### src/rtl/irq_ctrl.sv
// Interrupt controller: per-line edge/level detection into a write-1-to-clear
// pending register, masked onto CP0 hardware-interrupt lines, with a priority ID.
module irq_ctrl #(
   parameter int               N_SRC    = 6,
   parameter logic [N_SRC-1:0] RST_MASK = '0,
   parameter logic [N_SRC-1:0] RST_MODE = '0
) (
   input  logic             clk,
   input  logic             rst,
   input  logic [1:0]       addr,
   input  logic             we,
   input  logic [31:0]      din,
   output logic [31:0]      dout,
   input  logic [N_SRC-1:0] src,
   output logic [N_SRC-1:0] hw_int,
   output logic             irq_out
);

   localparam logic [1:0] A_PEND = 2'd0;
   localparam logic [1:0] A_MASK = 2'd1;
   localparam logic [1:0] A_MODE = 2'd2;
   localparam logic [1:0] A_ID   = 2'd3;

   logic [N_SRC-1:0] pend;
   logic [N_SRC-1:0] mask;
   logic [N_SRC-1:0] mode;
   logic [N_SRC-1:0] src_q;

   logic [N_SRC-1:0] set_vec;
   logic [N_SRC-1:0] clr_vec;
   logic [N_SRC-1:0] wr_data;
   logic [31:0]      id;
   logic             unused_din;

   assign wr_data    = din[N_SRC-1:0];
   assign unused_din = ^din[31:N_SRC];

   // Edge-mode bits fire on a rising transition; level-mode bits fire while high.
   assign set_vec = (mode & src & ~src_q) | (~mode & src);
   assign clr_vec = (we && addr == A_PEND) ? wr_data : '0;

   always_ff @(posedge clk or posedge rst) begin
      if (rst) begin
         pend  <= '0;
         mask  <= RST_MASK;
         mode  <= RST_MODE;
         src_q <= '0;
      end else begin
         src_q <= src;
         // A set in the same cycle as a clear keeps the bit asserted.
         pend  <= set_vec | (pend & ~clr_vec);
         if (we && addr == A_MASK) mask <= wr_data;
         if (we && addr == A_MODE) mode <= wr_data;
      end
   end

   assign hw_int  = pend & mask;
   assign irq_out = |hw_int;

   // Walk from the top down so the lowest-numbered active line wins.
   always_comb begin
      id = 32'hFFFF_FFFF;
      for (int i = N_SRC - 1; i >= 0; i--) begin
         if (hw_int[i]) id = 32'(i);
      end
   end

   always_comb begin
      dout = '0;
      case (addr)
         A_PEND:  dout = {{(32-N_SRC){1'b0}}, pend};
         A_MASK:  dout = {{(32-N_SRC){1'b0}}, mask};
         A_MODE:  dout = {{(32-N_SRC){1'b0}}, mode};
         A_ID:    dout = id;
         default: dout = '0;
      endcase
   end

endmodule
### config.mk
export PLATFORM = sky130hd
export DESIGN_NAME = irq_ctrl
export DESIGN_NICKNAME = d
export VERILOG_FILES = /design/src/rtl/irq_ctrl.sv
export SDC_FILE = /design/constraint.sdc
export NUM_CORES = 1
export LEC_CHECK = 0
export CAP_MARGIN = 20
export CORE_UTILIZATION = 23
export DETAILED_ROUTE_END_ITERATION = 6
export SLEW_MARGIN = 20
export SYNTH_ARGS = -nofsm -noshare
export SYNTH_HDL_FRONTEND = slang
export SYNTH_SLANG_ARGS = --single-unit
export TNS_END_PERCENT = 5
### constraint.sdc
create_clock -name clk -period 3.1 [get_ports clk]
set_clock_uncertainty 0.05 [all_clocks]
set_input_delay 0.465 -clock clk [delete_from_list [all_inputs] [get_ports clk]]
set_output_delay 0.465 -clock clk [all_outputs]
set_load 0.01 [all_outputs]
---- After elaboration in Yosys (flattened, before gate mapping) ----
Cells that the tools add are included.
word-level totals
  register bits after elaboration ......... 24
  output and inout bits ................... 39
  input port bits ......................... 43
  word-level logic and storage cells ...... 30
cells by class
  mux-type cells .......................... 8
  bitwise operators ....................... 10
  reductions and logical operators ........ 5
  equal/unequal tests ..................... 3
operators by type and width
  operator                                                                number
  32-bit 2-to-1 mux                                                       6
  32-bit case mux with 4 select lines                                     1
  6-bit bitwise AND                                                       5
  6-bit NOT                                                               3
  6-bit OR                                                                2
  6-bit 2-to-1 mux                                                        1
  6-bit OR reduction                                                      1
  2-bit equality test (second input constant)                             2
  1-bit logical AND                                                       3
  2-bit by 1-bit equality test with 1-bit output (second input constant)  1
  2-bit zero test                                                         1

---- Depth between registers and ports, before layout ----
  word-level depth ........................ 8
  mapped depth ............................ 6
  gate-level depth less buffers ........... 5

---- Worst setup path before layout ----
OpenSTA, ideal clock, no wires.
  path type ............................... input -> output
  start ................................... input port addr[1]
  end ..................................... output port dout[3]
  cell stages on the path ................. 4
  data required time ...................... 2,585 ps
  setup slack ............................. 829 ps
  arrival time ............................ 1,756 ps
  path buffers ............................ 1
  cell sequence ........................... buf_6 > nand3_1 > nor3_4 > o32a_1
on the way
  longest elaborated chain between the ends .. 2
  elaborated cells between the ends (all ways) .. 5
  those cells by class .................... eq/ne: 3; mux: 1; reduce/logical: 1
ends and longest elaborated chain
  element                                            RTL line  source
  from (decl)                                        10        input logic [1:0] addr,
  2-bit equality test, or another cell as far along  70        case (addr)
  32-bit case mux with 4 select lines (*)            70
  to (decl)                                          13        output logic [31:0] dout,
Every way passes the cells marked *; elsewhere a longest branch is shown, timed or not.

---- Final worst setup path ----
  start ................................... input port addr[0]
  end ..................................... output port dout[13]
Same word-level chain as after synthesis.

==> qor.yml <==
dp.cells: 235
max-cap-violations: 0
overflow: 0
min_period_ns: 2.898
cts_tree: "yes"
syn_inst: 131
fmax_mhz: 345.1
vias: 1011
placed_area_um2: 1841
rows: 27
synthFlopType: "dfrtp_1"
drive_gt1_share_pct: 17.37
cts_resized: 0
antenna_cells: 0
htree_levels: 1
endpoint_kind: "output port"
synth.ff_latch_count: 24
worst_pin_slew_ns: 0.9329
hold_class: "reg -> reg"
vias_per_cell: 4.230
fillers: 561
root_buffer: "clkbuf_8"
drc: 0
critPathBufInv: 3
ys_warn_count: 0
maxSlewViolCount: 0
ant_nets: 0
synth_top_cell_area_share_pct: 43.80
rsz0062_at_grt: "false"
clock_latency_ns: 0.27
hold_viol_final: 0
stdcell_area_um2: 1896
cp_max_fo: 20
synth.area.top_cells: "dfrtp_1 44%, buf_4 14%, mux2_2 9.9%"
arrival_ns: 2.38
dp_hpwl_um: 2356
drt_wl_total_um: 3193
power_w: 0.0008642
synth_area_leader_cell: "dfrtp_1"
fin_tns_setup_ns: 0
synth_cell_type_count: 24
clk_pin_slew_ns: 0.08
dieHeight_um: 79.22
antenna_found_initial: 0
grt_max_degree: 25
place_congestion: 0.7187
cts.sinks: 24
synth_edf_count: 0
cellLeakagePower_nw: 0.7888
numCtsBuffers: 3
drt_iter0_drc: 62
path_common_cell: "clkdlybuf4s50_1"
synth_nets: 174
post-synth-top-count-cell: "buf_4"
period_share_pct: 93.47
maxSlewHeadroom_pct: 37.74
grt_pass1_vias: 1004
syn2layout_area_growth_pct: 38.23
grt_pass1_wl_um: 5126
critical_path_required_ns: 2.58
peakVddDrop_mv: 0.2762
layout.nets: 211
syn-cell-area_um2: 1371
synth_common_cells: "25 x buf_4, 24 x dfrtp_1, 16 x nand2_1"
critPathMaxStageDelay_ns: 0.57
ios: 82
instances_no_fill: 239
core_area_um2: 5642
cp_top_family: "buffers and inverters"
status: "completed"
avgSynthCellArea_um2: 10.47
path_class: "in -> out"
portBuffers: 55
wl_per_cell_um: 13.36
slowest_stage: "clkdlybuf4s50_1"
crit_chain: "clkdlybuf4s50_1, nand3_1, nor3_4, buf_4, clkdlybuf4s50_1"
power_density_nw_per_um2: 455.9
finalSetupViolations: 0
grt_use_total_pct: 10.73
cts_buffer_depth: 2
start_util_pct: 24.31
first_pass_iters: 4
die_area_um2: 6275
synth-async-reset-ratio_pct: 100.0
die_x_um: 79.22
startpoint_type: "input pin"
synth_seq_area_share_pct: 43.80
[cell families (layout without fill, tap and decap cells)]
family,Yosys count,after routing,synth area share [%]
AO/OA/AOI/OAI,20,20,11.86
flip-flops,24,24,43.80
buffers and inverters,40,76,19.43
AND/OR/NAND/NOR,35,35,15.06
multiplexers,12,12,9.854
[metal layers]
layer	vias to the layer above	routed length, um	GRT usage (%)
met5	-	0	0
met4	0	17	2.182
met3	2	162	2.989
met2	30	1419	16.03
met1	487	1594	15.31
li1	492	-	-
[report_power, final]
part,leakage (nW),internal (W),total [W],switching (W)
sequential,0.268,0.000352,0.000378,0.0000259
combinational,0.492,0.000155,0.000272,0.000116
clock,0.0288,0.000113,0.000215,0.000101
total,0.789,0.000621,0.000864,0.000244
[flip-flops by register name, indices dropped and copies added, names as in the netlist]
name / count
src_q: 6
mask: 6
pend: 6
mode: 6
[area by class of cell]
type                            count  area, um^2  area share, %
Sequential cell                    24       600.6          31.68
Timing Repair Buffer               60       600.6          31.68
Multi-Input combinational cell     67       504.2          26.60
Tap cell                           72       90.09          4.752
Clock buffer                        4       55.05          2.904
Inverter                           12       45.04          2.376
[layout by cell type (no fill, tap or decap)]
| cell type | instances |
|---|---|
| and2_4 | 1 |
| nand2_1 | 16 |
| or2_4 | 1 |
| and2b_2 | 1 |
| nor2_8 | 1 |
| a22o_1 | 5 |
| or3_2 | 1 |
| nor3_4 | 1 |
| o32a_2 | 1 |
| a22o_2 | 1 |
| clkbuf_8 | 4 |
| inv_1 | 12 |
| buf_12 | 1 |
| nand3b_1 | 2 |
| or2_1 | 1 |
| clkdlybuf4s50_1 | 55 |
| nor2_1 | 2 |
| mux2_2 | 12 |
| a311oi_1 | 2 |
| and2_1 | 1 |
| nand3_1 | 2 |
| buf_4 | 4 |
| dfrtp_1 | 24 |
| o32a_1 | 5 |
| a21oi_1 | 6 |
| nor2b_1 | 5 |
[per-stage QoR]
| stage | hold slack [ns] | worst slack, ns | utilization [%] |
|---|---|---|---|
| 4_1_cts | 0.4878 | 0.08865 | 33.60 |
| 5_1_grt | 0.4983 | 0.04441 | 33.60 |
| 3_5_place_dp | 0.4665 | 0.09939 | 32.62 |
| 6_report | 0.4844 | 0.2024 | 33.60 |
| 3_3_place_gp | 0.4591 | 0.1237 | 32.62 |
| 2_1_floorplan | 0.4296 | 0.8290 | - |
[path summary, 6_finish.rpt]
path | from | end | slack (ns) | depth (start not counted)
max in group asynchronous | rst | mask[3] | 1.78 | 2
worst max-delay path | addr[0] | dout[13] | 0.20 | 5
min in group asynchronous | rst | mask[5] | 0.65 | 2
worst min-delay path | mask[3] | mask[3] | 0.48 | 1
worst min register to register | mask[3] | mask[3] | 0.48 | 1
worst max register to register | mode[4] | pend[4] | 2.27 | 2
[worst register-to-register path: cells and delay by family, from the launching register on]
family / cells / cell delay (ns)
DFF: 1 / 0.37
AOI/OAI and AO/OA: 1 / 0.25
and+or+nand+nor: 1 / 0.06
[repair_timing]
action | CTS | global route
hold buffers | 0 | 0
endpoints found under the setup margin | 0 | 20
buffers inserted | 0 | 0
No activity file was read; power rests on OpenSTA's default activity.
